$ cat config.mk
export PLATFORM = sky130hd
export DESIGN_NAME = axi_bridge_ip_rx_des_beat_asm
export DESIGN_NICKNAME = d
export VERILOG_FILES = /design/src/rtl/axi_bridge_ip_rx_des_beat_asm.sv
export SDC_FILE = /design/constraint.sdc
export NUM_CORES = 1
export LEC_CHECK = 0
export BUFFER_PORTS_ARGS = -buffer_cell sky130_fd_sc_hd__buf_2
export CAP_MARGIN = 20
export CORE_MARGIN = 2
export CORE_UTILIZATION = 30
export DETAILED_ROUTE_END_ITERATION = 8
export PLACE_DENSITY = 0.49
export SLEW_MARGIN = 40
export SYNTH_ARGS = -nofsm -noshare
export SYNTH_HDL_FRONTEND = slang
export SYNTH_SLANG_ARGS = --single-unit
export TNS_END_PERCENT = 100
$ cat constraint.sdc
create_clock -name clk_i -period 2.86 [get_ports clk_i]
set_input_delay 0.286 -clock clk_i [delete_from_list [all_inputs] [get_ports clk_i]]
set_output_delay 0.286 -clock clk_i [all_outputs]
set_load 0.05 [all_outputs]
$ cat src/rtl/axi_bridge_ip_rx_des_beat_asm.sv
// RX beat assembler: packs IF_W-wide link segments LSB-first into DATA_W-wide
// AXI-Stream beats held in a single output register stage. Also tracks frame
// boundaries and emits stats and protocol-error pulses.
module axi_bridge_ip_rx_des_beat_asm #(
  parameter int DATA_W  = 256,
  parameter int IF_W    = 64,
  parameter int TUSER_W = 16
) (
  input  logic                clk_i,
  input  logic                rst_i,
  input  logic                enable_i,
  input  logic                flush_i,
  input  logic                cl_rx_valid_i,
  input  logic [IF_W-1:0]     cl_rx_data_i,
  input  logic [IF_W/8-1:0]   cl_rx_keep_i,
  input  logic [TUSER_W-1:0]  cl_rx_user_i,
  input  logic                cl_rx_sop_i,
  input  logic                cl_rx_eop_i,
  output logic                cl_rx_ready_o,
  output logic                m_axis_tvalid_o,
  input  logic                m_axis_tready_i,
  output logic [DATA_W-1:0]   m_axis_tdata_o,
  output logic [DATA_W/8-1:0] m_axis_tkeep_o,
  output logic [TUSER_W-1:0]  m_axis_tuser_o,
  output logic                m_axis_tlast_o,
  output logic                beat_done_pulse_o,
  output logic                frame_done_pulse_o,
  output logic                stall_cycle_en_o,
  output logic                in_packet_o,
  output logic                err_orphan_pulse_o,
  output logic                err_sop_pulse_o,
  output logic                err_keep_pulse_o
);

  localparam int BYTES_PER_SEG = IF_W / 8;
  localparam int SEGS_PER_BEAT = DATA_W / IF_W;
  localparam int SEG_CNT_W     = $clog2(SEGS_PER_BEAT + 1);
  localparam int KEEP_W        = DATA_W / 8;

  // Keep must be non-zero, contiguous from byte 0, and full unless it ends the frame.
  // keep & (keep + 1) is zero exactly when keep is a run of ones starting at bit 0.
  function automatic logic keep_is_bad(input logic [BYTES_PER_SEG-1:0] keep,
                                       input logic eop);
    logic [BYTES_PER_SEG-1:0] plus_one;
    plus_one    = keep + BYTES_PER_SEG'(1);
    keep_is_bad = (keep == '0) || ((keep & plus_one) != '0) || (!eop && (keep != '1));
  endfunction

  // Assembly state
  logic [SEG_CNT_W-1:0] slot_idx_q, slot_idx_d;
  logic [DATA_W-1:0]    asm_data_q, asm_data_d;
  logic [KEEP_W-1:0]    asm_keep_q, asm_keep_d;
  logic                 in_packet_q, in_packet_d;
  logic [TUSER_W-1:0]   frame_user_q, frame_user_d;

  // Output register stage
  logic                 tvalid_q, tvalid_d;
  logic [DATA_W-1:0]    tdata_q, tdata_d;
  logic [KEEP_W-1:0]    tkeep_q, tkeep_d;
  logic [TUSER_W-1:0]   tuser_q, tuser_d;
  logic                 tlast_q, tlast_d;

  // Combinational helpers
  logic                 seg_ready_s;
  logic                 seg_fire_s;
  logic                 out_fire_s;
  logic                 orphan_s;
  logic                 sop_eff_s;
  logic                 sop_err_s;
  logic                 pack_s;
  logic                 complete_s;
  logic [DATA_W-1:0]    asm_data_s;
  logic [KEEP_W-1:0]    asm_keep_s;

  // Handshake qualifiers and segment classification.
  // Reset holds ready low so nothing is accepted and no pulse fires while in reset.
  always_comb begin
    seg_ready_s = !rst_i && enable_i && !flush_i && (!tvalid_q || m_axis_tready_i);
    seg_fire_s  = cl_rx_valid_i && seg_ready_s;
    out_fire_s  = tvalid_q && m_axis_tready_i;
    orphan_s    = !in_packet_q && !cl_rx_sop_i;
    sop_eff_s   = cl_rx_sop_i && !in_packet_q;
    sop_err_s   = cl_rx_sop_i && in_packet_q;
    pack_s      = seg_fire_s && !orphan_s;
    complete_s  = pack_s &&
                  ((slot_idx_q == SEG_CNT_W'(SEGS_PER_BEAT - 1)) || cl_rx_eop_i);
  end

  // Assembly buffer with the incoming segment merged into the current slot.
  always_comb begin
    asm_data_s = asm_data_q;
    asm_keep_s = asm_keep_q;
    for (int s = 0; s < SEGS_PER_BEAT; s++) begin
      if (slot_idx_q == SEG_CNT_W'(s)) begin
        asm_data_s[s*IF_W +: IF_W]                   = cl_rx_data_i;
        asm_keep_s[s*BYTES_PER_SEG +: BYTES_PER_SEG] = cl_rx_keep_i;
      end else begin
        asm_data_s[s*IF_W +: IF_W]                   = asm_data_q[s*IF_W +: IF_W];
        asm_keep_s[s*BYTES_PER_SEG +: BYTES_PER_SEG] = asm_keep_q[s*BYTES_PER_SEG +: BYTES_PER_SEG];
      end
    end
  end

  // Next-state logic for assembly, frame tracking and the output register.
  always_comb begin
    slot_idx_d   = slot_idx_q;
    asm_data_d   = asm_data_q;
    asm_keep_d   = asm_keep_q;
    in_packet_d  = in_packet_q;
    frame_user_d = frame_user_q;
    tvalid_d     = tvalid_q;
    tdata_d      = tdata_q;
    tkeep_d      = tkeep_q;
    tuser_d      = tuser_q;
    tlast_d      = tlast_q;

    if (flush_i) begin
      // Drop partial assembly and any beat waiting on the output.
      slot_idx_d  = '0;
      asm_data_d  = '0;
      asm_keep_d  = '0;
      in_packet_d = 1'b0;
      tvalid_d    = 1'b0;
    end else begin
      if (out_fire_s) begin
        tvalid_d = 1'b0;
      end else begin
        tvalid_d = tvalid_q;
      end

      if (pack_s) begin
        if (complete_s) begin
          // A completing segment overrides the drain above: back-to-back beats.
          tvalid_d   = 1'b1;
          tdata_d    = asm_data_s;
          tkeep_d    = asm_keep_s;
          tlast_d    = cl_rx_eop_i;
          tuser_d    = sop_eff_s ? cl_rx_user_i : frame_user_q;
          slot_idx_d = '0;
          asm_data_d = '0;
          asm_keep_d = '0;
        end else begin
          asm_data_d = asm_data_s;
          asm_keep_d = asm_keep_s;
          slot_idx_d = slot_idx_q + SEG_CNT_W'(1);
        end

        if (sop_eff_s) begin
          frame_user_d = cl_rx_user_i;
        end else begin
          frame_user_d = frame_user_q;
        end

        // EOP wins so a single-segment frame leaves in_packet low.
        if (cl_rx_eop_i) begin
          in_packet_d = 1'b0;
        end else if (sop_eff_s) begin
          in_packet_d = 1'b1;
        end else begin
          in_packet_d = in_packet_q;
        end
      end else begin
        slot_idx_d = slot_idx_q;
      end
    end
  end

  // State and output registers with synchronous reset.
  always_ff @(posedge clk_i) begin
    if (rst_i) begin
      slot_idx_q   <= '0;
      asm_data_q   <= '0;
      asm_keep_q   <= '0;
      in_packet_q  <= 1'b0;
      frame_user_q <= '0;
      tvalid_q     <= 1'b0;
      tdata_q      <= '0;
      tkeep_q      <= '0;
      tuser_q      <= '0;
      tlast_q      <= 1'b0;
    end else begin
      slot_idx_q   <= slot_idx_d;
      asm_data_q   <= asm_data_d;
      asm_keep_q   <= asm_keep_d;
      in_packet_q  <= in_packet_d;
      frame_user_q <= frame_user_d;
      tvalid_q     <= tvalid_d;
      tdata_q      <= tdata_d;
      tkeep_q      <= tkeep_d;
      tuser_q      <= tuser_d;
      tlast_q      <= tlast_d;
    end
  end

  // Output ports; pulses are combinational and suppressed while in reset.
  always_comb begin
    cl_rx_ready_o      = seg_ready_s;
    m_axis_tvalid_o    = tvalid_q;
    m_axis_tdata_o     = tdata_q;
    m_axis_tkeep_o     = tkeep_q;
    m_axis_tuser_o     = tuser_q;
    m_axis_tlast_o     = tlast_q;
    in_packet_o        = in_packet_q;
    beat_done_pulse_o  = !rst_i && out_fire_s;
    frame_done_pulse_o = !rst_i && out_fire_s && tlast_q;
    stall_cycle_en_o   = !rst_i && tvalid_q && !m_axis_tready_i;
    err_orphan_pulse_o = seg_fire_s && orphan_s;
    err_sop_pulse_o    = seg_fire_s && sop_err_s;
    err_keep_pulse_o   = pack_s && keep_is_bad(cl_rx_keep_i, cl_rx_eop_i);
  end

endmodule

==> results.md <==
- Post-Syn Instances: between 2000 and 2500
- I/O pins: 410
- Syn Nets: between 2000 and 2500
- Sw Share: 23.6%
- Drt pass-1 iters: 5
- Initial DRC Count: 1172
- Fin cells: 3802
- # Max-Cap Violations: 0
- Critical path class: reg2out
- Remaining Overflow, GRT: 0
- Top Usage Layer GRT: met2
- Leakage: approximately 14 nW
- Worst Setup SP: in_packet_o
- Place WS: approximately 0.43 ns
- Placed Instances: 3658
- Async S/R FF share, synth: 0%
- Final Critical Period: between 2 and 3 ns
- Number of I/O port buffers: 409
- Initial core utilization: 30.3%
- Worst EP required: 2.57 ns
- Worst-path fanout max: 7
- Post-synth top area cell: dfxtp_1
- Core ar.: 83600 um2
- Arrival @ worst endpoint: 2.45 ns
- Detail Route Antenna Nets: 0
- Main synth FF type: dfxtp_1
- Setup violators final: 0
- Top-area cell type share of the netlist area: 48.6%
- End point of the critical path: err_keep_pulse_o
- Clock Tree Root: clkbuf_16
- Clock-pin slew on the worst setup and hold paths: 0.06 ns
- Period utilization: a little over nine tenths
- CTS tree: built
- Post-synth EDFFs: 0
- NetSw: 4.39 mW
- Layout Nets: roughly 2800
- Die ar.: 86600 um2
- Status: finished, final reports clean
- GRT met1 Usage: 25.4%
- #FFs+latches synth: about 610
- Met3 Track Usage GR: 4.34%
- Global Route Usage Sum: 18.8%
- Count leader, synth: dfxtp_1
- First-pass GRT wire length: 128 mm
- Routed vias/inst: 5.33
- Synth top cells by count: dfxtp_1, mux2i_1, nand2_1, o31ai_1, o311ai_0
- Warnings, synthesis: 0
- F_max: 366 MHz
- Remaining DRCs: 0
- Relative slew slack: a little over two fifths
- Worst R2R Setup Slack: 0.53 ns
- Least-Margin Pin Slew: between 0.8 and 0.9 ns
- FP Rows: 106
- Vias: 20300
- Pint: 14.3 mW
- CTS Buf Count: 72
- CP Launch Type: register
- Power Density: 605 nW/um2
- CP Capture Type: output port
- Syn avg cell area: around 11 um2
- Reg2Reg Capture Point: asm_data_q[30]
- R2R Path Start: slot_idx_q[2]
- Syn Std Cell Area: 25300 um2
- DPL Wire Length: 50.1 mm
- Worst hold path type: in2reg
- Share of cells above drive strength 1: approximately 22%
- Final setup margin: around 0.13 ns
- Unrepaired setup endpoints after global routing: false
- Final instance area: 30800 um2
- Initial antenna violation count: 4
- Met2 usage: between 20% and 30%
- Wire per inst: 22.1 um
- Cts repair resizes: 0
- H-tree level count: 3
- Yosys cell types: 41
- Final Hold Viols: 0
- Die width: 294 um
- Max Root-Sink Buffers: 3
- Largest net degree at the start of global routing: 147
- Dpl cell area: 28300 um2
- Clk_lat worst skew: approximately 0.6 ns
- Fin Clk Skew: 0.0159 ns
- # clock sinks: 614
- Register area share after synthesis: between 40% and 50%
- FF-to-FF path depth: 6
- Final WL: 83.9 mm
- Sequential Power Share: 46.1%
- Placer congestion estimate: 0.779
- Vias in the first global route: 20300
- Peak VDD IR: between 0.0003 and 0.0004 V
- Area grow syn2layout: 22.0%
- Die Ht: 294 um
- Post-route setup TNS: 0 ns
- Clock share of power: approximately 50%
- Top cells by area, synth: dfxtp_1, mux2i_1, o311ai_0, o31ai_1, nand2_1
- Gate power share: 4.5%
- Max Slew Vio Count: 0
## worst max-delay path, stage by stage (launching register included)
cell and delay, ns:
dfxtp_1 0.57, o21a_1 0.43, nand3_4 0.14, a41oi_1 0.37, buf_2 0.35
## metal layers
layer | vias to the layer above | share of wire, %
li1 | 9531 | -
met1 | 10100 | 46
met2 | 530 | 46
met3 | 121 | 6.4
met4 | 2 | 2.3
met5 | - | 0.024
## logic make-up (layout without fill, tap and decap cells)
family	Yosys count	in the layout	synth area share (%)
mux	608	608	24.1
flops	614	614	48.6
simple gates	407	407	7.13
fa+ha+maj	5	5	0.248
other cells	0	3	0
compound gates	481	481	15.3
buf+inv	278	604	4.64
## repair_timing
| action | 4_1_cts | 5_1_grt |
|---|---|---|
| hold endpoints to repair | 13 | 0 |
| setup buffers | 0 | 0 |
| hold buffers | 14 | 0 |
## state kept, by name (all words and copies together) (netlist names)
signal,flops
m_axis_tdata_o,256
m_axis_tlast_o,1
asm_data_q,256
m_axis_tkeep_o,32
asm_keep_q,32
slot_idx_q,3
frame_user_q,16
m_axis_tuser_o,16
m_axis_tvalid_o,1
in_packet_o,1
## power by group through the flow
stage | clock network, mW | registers [mW] | logic [mW]
after floorplan | 0 | 8.83 | 0.387
after global placement | 0 | 8.78 | 0.818
after detailed placement | 0 | 8.78 | 0.832
after CTS | 9.53 | 8.59 | 0.848
after global routing | 9.87 | 8.59 | 0.897
final | 9.21 | 8.59 | 0.844
## final cells by class
class | instances | area (um2)
Clock inverter | 24 | 277
Sequential cell | 614 | 12300
Timing Repair Buffer | 472 | 2910
Tap cell | 1080 | 1350
Fill cell | 8338 | 52700
Antenna cell | 3 | 7.51
Multi-Input combinational cell | 1501 | 11900
Clock buffer | 103 | 2060
Inverter | 5 | 33.8
## metrics by stage
| stage | utilization [%] | total power [mW] | hold slack, ns |
|---|---|---|---|
| 6_report | 36.9 | 18.6 | 0.0434 |
| 5_1_grt | 36.9 | 19.4 | 0.0208 |
| 4_1_cts | 36.9 | 19.0 | 0.000292 |
| 3_5_place_dp | 33.9 | 9.62 | 0.449 |
| 3_3_place_gp | 33.9 | 9.60 | 0.443 |
| 2_1_floorplan | - | 9.22 | 0.398 |
## layout by cell type (no fill, tap or decap), drive strengths merged, types with 7 or more instances in the layout
cell / instances
dfxtp: 614
mux2i: 608
buf: 458
nand2: 305
o31ai: 219
o311ai: 216
clkbuf: 103
and3: 73
a31oi: 16
a211oi: 16
clkinv: 15
dlygate4sd3: 14
inv: 7
## worst min path at each step
| stage | end | startpoint | cells past startpoint |
|---|---|---|---|
| global route | m_axis_tuser_o[15] | cl_rx_user_i[15] | 3 |
| global placement | m_axis_tdata_o[232] | m_axis_tdata_o[232] | 2 |
| floorplan | in_packet_o | cl_rx_eop_i | 1 |
| CTS | m_axis_tuser_o[5] | cl_rx_user_i[5] | 3 |
| detailed placement | m_axis_tdata_o[72] | m_axis_tdata_o[72] | 2 |
| finish | m_axis_tdata_o[197] | cl_rx_data_i[5] | 3 |
(Power assumes the default switching activity.)
